**src/rtl/cook_timer_pkg.sv**
```systemverilog
// Shared types, constants and BCD arithmetic helpers for the cook timer.
// The +30 s helper exists only when COOK_TIMER_ADD30_EN is defined.
package cook_timer_pkg;

    typedef logic [3:0] bcd_t;

    typedef enum logic [1:0] {
        ENTRY = 2'd0,
        RUN   = 2'd1,
        HOLD  = 2'd2
    } state_t;

    // Display order, most significant digit first: mm:ss.
    typedef struct packed {
        bcd_t min_tens;
        bcd_t min_ones;
        bcd_t sec_tens;
        bcd_t sec_ones;
    } count_t;

    localparam bcd_t BCD_MAX      = 4'd9;
    localparam bcd_t SEC_TENS_MAX = 4'd5;
    localparam bcd_t ADD_SEC_TENS = 4'd3;

    // True when the count shows 00:00.
    function automatic logic count_is_zero(input count_t c);
        return (c == 16'h0000);
    endfunction

    // One-second BCD decrement. Seconds tens borrow wraps to 5, so an
    // entered 00:99 walks down through 00:90 .. 00:00 as 99 real seconds.
    // A zero count is returned unchanged rather than wrapping to 99:59.
    function automatic count_t bcd_dec(input count_t c);
        count_t r;
        r = c;
        if (count_is_zero(c)) begin
            r = c;
        end else if (c.sec_ones != 4'd0) begin
            r.sec_ones = c.sec_ones - 4'd1;
        end else begin
            r.sec_ones = BCD_MAX;
            if (c.sec_tens != 4'd0) begin
                r.sec_tens = c.sec_tens - 4'd1;
            end else begin
                r.sec_tens = SEC_TENS_MAX;
                if (c.min_ones != 4'd0) begin
                    r.min_ones = c.min_ones - 4'd1;
                end else begin
                    r.min_ones = BCD_MAX;
                    r.min_tens = c.min_tens - 4'd1;
                end
            end
        end
        return r;
    endfunction

`ifdef COOK_TIMER_ADD30_EN
    // Add 30 s by adding 3 to the seconds tens. A carry out of the seconds
    // tens bumps the minutes in BCD; at 99 minutes the carry would be lost,
    // so the whole add is dropped and the count returned unchanged.
    function automatic count_t bcd_add30(input count_t c);
        count_t     r;
        logic [4:0] s;
        r = c;
        s = {1'b0, c.sec_tens} + {1'b0, ADD_SEC_TENS};
        if (s >= 5'd6) begin
            if ((c.min_tens == BCD_MAX) && (c.min_ones == BCD_MAX)) begin
                r = c;
            end else begin
                r.sec_tens = bcd_t'(s - 5'd6);
                if (c.min_ones == BCD_MAX) begin
                    r.min_ones = 4'd0;
                    r.min_tens = c.min_tens + 4'd1;
                end else begin
                    r.min_ones = c.min_ones + 4'd1;
                end
            end
        end else begin
            r.sec_tens = s[3:0];
        end
        return r;
    endfunction
`endif

endpackage

```
**src/rtl/cook_timer_if.sv**
```systemverilog
// Keypad / magnetron / display bundle of the cook timer.
// The add30 strobe is present only when COOK_TIMER_ADD30_EN is defined.
interface cook_timer_if;
    import cook_timer_pkg::*;

    logic clearn;
    logic load;
    bcd_t digit;
    logic mag_on;
`ifdef COOK_TIMER_ADD30_EN
    logic add30;
`endif
    bcd_t min_tens;
    bcd_t min_ones;
    bcd_t sec_tens;
    bcd_t sec_ones;
    logic timer_done;

`ifdef COOK_TIMER_ADD30_EN
    modport master (
        output clearn, load, digit, mag_on, add30,
        input  min_tens, min_ones, sec_tens, sec_ones, timer_done
    );
    modport slave (
        input  clearn, load, digit, mag_on, add30,
        output min_tens, min_ones, sec_tens, sec_ones, timer_done
    );
`else
    modport master (
        output clearn, load, digit, mag_on,
        input  min_tens, min_ones, sec_tens, sec_ones, timer_done
    );
    modport slave (
        input  clearn, load, digit, mag_on,
        output min_tens, min_ones, sec_tens, sec_ones, timer_done
    );
`endif

endinterface

```
**src/rtl/cook_timer_tick_prescaler.sv**
```systemverilog
// One-second tick generator: counts 0..TICK_DIV-1 while enabled and pulses
// tick on the last count. Dropping enable returns the count to 0, so every
// new enable period waits a full TICK_DIV cycles before the first tick.
module tick_prescaler #(
    parameter int TICK_DIV = 100
) (
    input  logic clk,
    input  logic rstn,
    input  logic enable,
    output logic tick
);

    localparam int                CNT_W = (TICK_DIV > 2) ? $clog2(TICK_DIV) : 1;
    localparam logic [CNT_W-1:0] LAST  = CNT_W'(TICK_DIV - 1);

    logic [CNT_W-1:0] cnt_r;

    // Free-running modulo-TICK_DIV counter, held at 0 while disabled.
    always_ff @(posedge clk or negedge rstn) begin
        if (!rstn) begin
            cnt_r <= '0;
        end else if (!enable) begin
            cnt_r <= '0;
        end else if (cnt_r == LAST) begin
            cnt_r <= '0;
        end else begin
            cnt_r <= cnt_r + CNT_W'(1);
        end
    end

    assign tick = enable && (cnt_r == LAST);

endmodule

```
**src/rtl/cook_timer.sv**
```systemverilog
// Microwave cook timer: keypad-loaded mm:ss BCD countdown, decremented once
// per tick while the magnetron latch (mag_on) is set.
// Optional feature macro: COOK_TIMER_ADD30_EN adds the +30 s strobe.
module cook_timer
    import cook_timer_pkg::*;
#(
    parameter int TICK_DIV = 100
) (
    input  logic     clk,
    input  logic     rstn,
    cook_timer_if.slave tif
);

    state_t state_r;
    count_t count_r;

    logic   presc_en_s;
    logic   tick_s;
    logic   zero_s;
    count_t shift_s;
    count_t dec_base_s;
    count_t run_next_s;
`ifdef COOK_TIMER_ADD30_EN
    count_t entry_add_s;
`endif

    // The prescaler only runs in RUN; clearn stops it on the same edge so it
    // reads 0 together with the cleared digits.
    assign presc_en_s = (state_r == RUN) && tif.clearn;

    tick_prescaler #(
        .TICK_DIV (TICK_DIV)
    ) u_presc (
        .clk    (clk),
        .rstn   (rstn),
        .enable (presc_en_s),
        .tick   (tick_s)
    );

    assign zero_s = count_is_zero(count_r);

    // Next-count candidates: keypad shift for ENTRY, tick/add result for RUN.
    always_comb begin
        shift_s = '{min_tens: count_r.min_ones,
                    min_ones: count_r.sec_tens,
                    sec_tens: count_r.sec_ones,
                    sec_ones: tif.digit};
        if (tick_s && tif.mag_on) begin
            dec_base_s = bcd_dec(count_r);
        end else begin
            dec_base_s = count_r;
        end
`ifdef COOK_TIMER_ADD30_EN
        entry_add_s = bcd_add30(count_r);
        if (tif.add30) begin
            run_next_s = bcd_add30(dec_base_s);
        end else begin
            run_next_s = dec_base_s;
        end
`else
        run_next_s = dec_base_s;
`endif
    end

    // Timer FSM and digit registers.
    always_ff @(posedge clk or negedge rstn) begin
        if (!rstn) begin
            state_r <= ENTRY;
            count_r <= '0;
        end else if (!tif.clearn) begin
            state_r <= ENTRY;
            count_r <= '0;
        end else begin
            case (state_r)
                ENTRY: begin
`ifdef COOK_TIMER_ADD30_EN
                    if (tif.add30) begin
                        count_r <= entry_add_s;
                        state_r <= ENTRY;
                    end else
`endif
                    if (tif.load) begin
                        // A digit above 9 is a keypad glitch: keep the count.
                        if (tif.digit <= BCD_MAX) begin
                            count_r <= shift_s;
                        end else begin
                            count_r <= count_r;
                        end
                        state_r <= ENTRY;
                    end else if (tif.mag_on && !zero_s) begin
                        state_r <= RUN;
                    end else begin
                        state_r <= ENTRY;
                    end
                end
                RUN: begin
                    count_r <= run_next_s;
                    if (!tif.mag_on) begin
                        state_r <= HOLD;
                    end else if (count_is_zero(run_next_s)) begin
                        state_r <= ENTRY;
                    end else begin
                        state_r <= RUN;
                    end
                end
                HOLD: begin
                    count_r <= count_r;
                    if (tif.mag_on) begin
                        state_r <= RUN;
                    end else begin
                        state_r <= HOLD;
                    end
                end
                default: begin
                    state_r <= ENTRY;
                    count_r <= '0;
                end
            endcase
        end
    end

    assign tif.min_tens   = count_r.min_tens;
    assign tif.min_ones   = count_r.min_ones;
    assign tif.sec_tens   = count_r.sec_tens;
    assign tif.sec_ones   = count_r.sec_ones;
    assign tif.timer_done = zero_s;

endmodule

```
**src/flat_wrapper.sv**
```systemverilog
// flat-port wrapper written by rule: the top's interface ports become plain ports
module cook_timer_flat import cook_timer_pkg::*;
#(
    parameter int TICK_DIV = 100
)
  (clk, rstn, tif_clearn, tif_load, tif_digit, tif_mag_on, tif_min_tens, tif_min_ones, tif_sec_tens, tif_sec_ones, tif_timer_done);
  cook_timer_if tif_i ();
  input  logic clk;
  input  logic rstn;
  input wire logic [$bits(tif_i.clearn)-1:0] tif_clearn;
  input wire logic [$bits(tif_i.load)-1:0] tif_load;
  input wire logic [$bits(tif_i.digit)-1:0] tif_digit;
  input wire logic [$bits(tif_i.mag_on)-1:0] tif_mag_on;
  output wire logic [$bits(tif_i.min_tens)-1:0] tif_min_tens;
  output wire logic [$bits(tif_i.min_ones)-1:0] tif_min_ones;
  output wire logic [$bits(tif_i.sec_tens)-1:0] tif_sec_tens;
  output wire logic [$bits(tif_i.sec_ones)-1:0] tif_sec_ones;
  output wire logic [$bits(tif_i.timer_done)-1:0] tif_timer_done;
  assign tif_i.clearn = tif_clearn;
  assign tif_i.load = tif_load;
  assign tif_i.digit = tif_digit;
  assign tif_i.mag_on = tif_mag_on;
  assign tif_min_tens = tif_i.min_tens;
  assign tif_min_ones = tif_i.min_ones;
  assign tif_sec_tens = tif_i.sec_tens;
  assign tif_sec_ones = tif_i.sec_ones;
  assign tif_timer_done = tif_i.timer_done;
  cook_timer #(.TICK_DIV(TICK_DIV)) u_core (.clk(clk), .rstn(rstn), .tif(tif_i));
endmodule
```
**config.mk**
```make
export PLATFORM = sky130hd
export DESIGN_NAME = cook_timer_flat
export DESIGN_NICKNAME = d
export VERILOG_FILES = /design/src/rtl/cook_timer_pkg.sv /design/src/rtl/cook_timer_if.sv /design/src/rtl/cook_timer_tick_prescaler.sv /design/src/rtl/cook_timer.sv /design/src/flat_wrapper.sv
export SDC_FILE = /design/constraint.sdc
export NUM_CORES = 1
export LEC_CHECK = 0
export CAP_MARGIN = 5
export CORE_UTILIZATION = 55
export CTS_BUF_LIST = sky130_fd_sc_hd__clkbuf_4
export DETAILED_ROUTE_END_ITERATION = 8
export HOLD_SLACK_MARGIN = 0.15
export PLACE_DENSITY = 0.84
export SLEW_MARGIN = 30
export SYNTH_ARGS = -nofsm -noshare
export SYNTH_HDL_FRONTEND = slang
export SYNTH_SLANG_ARGS = --single-unit
export TNS_END_PERCENT = 1
```
**constraint.sdc**
```tcl
create_clock -name clk -period 2.58 [get_ports clk]
set_input_delay 0.387 -clock clk [delete_from_list [all_inputs] [get_ports clk]]
set_output_delay 0.387 -clock clk [all_outputs]
set_load 0.1 [all_outputs]
```
==> results_dict.tcl <==
set metrics [dict create \
    synth_cells 185 \
    power_per_cell_area_nw_per_um2 509 \
    die_h_um 56.7 \
    finalClockSkew_ns 0.00257 \
    synthFlopType "dfrtp_1" \
    via_per_inst 6.70 \
    holdBufCountCts 0 \
    gp_congestion 0.946 \
    antenna_found_initial 0 \
    worst_pin_slew_ns 0.491 \
    synthesis.area_sq_um 1650 \
    p_int_uw 604 \
    std_cell_rows 19 \
    io_buffers 25 \
    tritoncts "built" \
    critPathMaxFanout 7 \
    outcome "finished, violations left" \
    power_frac_seq 0.423 \
    pwr-share-comb 0.407 \
    htree_levels 1 \
    areaGrowthSynthToFinish_pct 22.4 \
    path_clk_slew_ns 0.13 \
    vdd_drop_max_uv 339 \
    cts_made_buffers 3 \
    required_ns 2.19 \
    totalNegativeSetupSlack_ns 0 \
    synth_cell_types 54 \
    cts_resized 0 \
    post-cts-setup-buffers 0 \
    postSynth.asyncResetShare 1.00 \
    grt_overflow_total 0 \
    max_freq_mhz 415 \
    ant_nets 0 \
    total_power_uw 1030 \
    fillers 246 \
    drive_above_1_share 0.236 \
    ios 26 \
    maxSlewViolCount 0 \
    grt_pass1_wl_um 7690 \
    grt_max_degree 26 \
    clock_path_buffers 2 \
    synth_edf_count 0 \
    dp_hpwl_um 3360 \
    rsz0062_at_grt "false" \
    synth_warnings 0 \
    start_util 0.587 \
    wirelength_um 4470 \
    arrival_ns 2.03 \
    synth_fp_nets 198 \
    violations "design-rule violations" \
    syn_area_per_cell_sq_um 8.89 \
    p_clk_frac 0.170 \
    drv_cap 0 \
    p_switching_uw 423 \
    swShare 0.412 \
    wl_per_cell_um 17.8 \
    cts_sinks 25 \
    period_share 0.935 \
    grt_pass1_vias 1653 \
    clock_latency_ns 0.32 \
    fin_nets 234 \
    relSlewSlack 0.670 \
    drt_iter0_markers 111 \
    drc 4 \
    core_area_sq_um 2810 \
    diodes 0 \
    setup_viol 0 \
    grt_usage 0.310 \
    synth-seq-cells 25 \
    critical_path_class "reg -> out" \
    finalHoldViolCount 0 \
    fin_crit_ns 2.41 \
    num_vias 1682 \
    dieArea_sq_um 3210 \
    hp-class "in -> async" \
    die-width_um 56.7 \
    ctsRootBufferMaster "clkbuf_4" \
    cp-start-kind "register" \
    drt_pass1_iterations 6 \
    ys_seq_area_frac 0.380 \
    end_kind "output port" \
    p_leak_uw 0.000901 \
]
-- through the flow --
step,instance area (sq um),hold WS (ns),worst slack [ns],util,instances
finish,2010,0.415,0.168,0.718,251
global route,2010,0.427,0.0367,0.718,251
CTS,2010,0.416,0.105,0.716,251
detailed placement,1980,0.505,0.188,0.707,247
global placement,1980,0.478,0.244,0.707,247
floorplan,1660,0.0914,0.0448,-,185
-- critical path, stage by stage, from the launching register on --
cell and delay [ns]:
dfrtp_2 0.48, inv_1 0.07, ha_1 0.20, nor4b_4 0.32
nand4_1 0.19, buf_4 0.19, clkinvlp_4 0.07, buf_12 0.16
-- cell usage after synthesis, types with 4 or more instances --
| library cell | instances | area [sq um] |
|---|---|---|
| a21oi_1 | 10 | 50.1 |
| clkbuf_1 | 4 | 15.0 |
| ha_1 | 4 | 50.1 |
| dfrtp_1 | 25 | 626 |
| nor2_1 | 19 | 71.3 |
| nand3_1 | 5 | 25.0 |
| nand2_1 | 17 | 63.8 |
| inv_1 | 12 | 45.0 |
| o22ai_1 | 4 | 25.0 |
| o21ai_0 | 15 | 75.1 |
-- per-layer routing --
metal,vias up,track usage,share of wire
met5,-,0,0
met4,0,0.125,0.017
met3,12,0.0507,0.077
met2,74,0.507,0.50
met1,833,0.408,0.41
li1,763,-,-
-- path summary, 6_finish.rpt --
check,to,start,cells past startpoint,slack [ns]
max in group asynchronous,u_core.tif.min_ones[1],rstn,2,1.90
setup reg to reg,u_core.state_r[0],u_core.u_presc.cnt_r[3],7,0.23
hold / removal,u_core.tif.min_tens[1],rstn,2,0.42
hold reg to reg,u_core.u_presc.cnt_r[0],u_core.u_presc.cnt_r[0],1,0.52
min in group clk,u_core.u_presc.cnt_r[0],u_core.u_presc.cnt_r[0],1,0.52
setup / recovery,tif_timer_done,u_core.tif.sec_ones[1],7,0.17
-- logic make-up (layout without fill, tap and decap cells) --
family | count (synthesis) | in the layout | share of synthesized area
and+or+nand+nor | 72 | 72 | 0.258
AOI/OAI and AO/OA | 56 | 56 | 0.230
DFF | 25 | 25 | 0.380
buffers and inverters | 18 | 53 | 0.0418
xor gates and xnor gates | 6 | 6 | 0.0319
adders and majority gates | 4 | 4 | 0.0304
muxes | 4 | 4 | 0.0274
-- cell type report --
cell class	instances	area [sq um]	share of cell area
multi-input cells	142	956	0.475
clock buffers	3	22.5	0.0112
clock inverters	1	5.00	0.00248
repair buffers	37	310	0.154
flip-flops and latches	25	633	0.314
inverters	12	48.8	0.0242
well taps	31	38.8	0.0193
-- flip-flops by register name (all words and copies together) (netlist names) --
register / cells
u_core.tif.min_ones: 4
u_core.tif.sec_ones: 4
u_core.state_r: 2
u_core.tif.min_tens: 4
u_core.u_presc.cnt_r: 7
u_core.tif.sec_tens: 4
-- layout by cell type, fill, tap and decap left out, types with 4 or more instances in the layout --
cell type	netlist	final
a21oi_1	10	10
inv_1	12	11
o21ai_0	15	15
nand3_1	5	5
buf_4	0	28
o22ai_1	4	4
dfrtp_2	0	6
dfrtp_1	25	19
nor2_1	19	19
ha_1	4	4
nand2_1	17	17
clkdlybuf4s50_1	0	8
-- power by group through the flow --
stage	Combinational [uW]	Sequential, uW	Clock (uW)
5_1_grt	442	437	192
2_1_floorplan	196	519	0
4_1_cts	414	434	181
3_5_place_dp	413	441	0
3_3_place_gp	407	439	0
6_report	417	434	175
No activity file was read; power rests on OpenSTA's default activity.
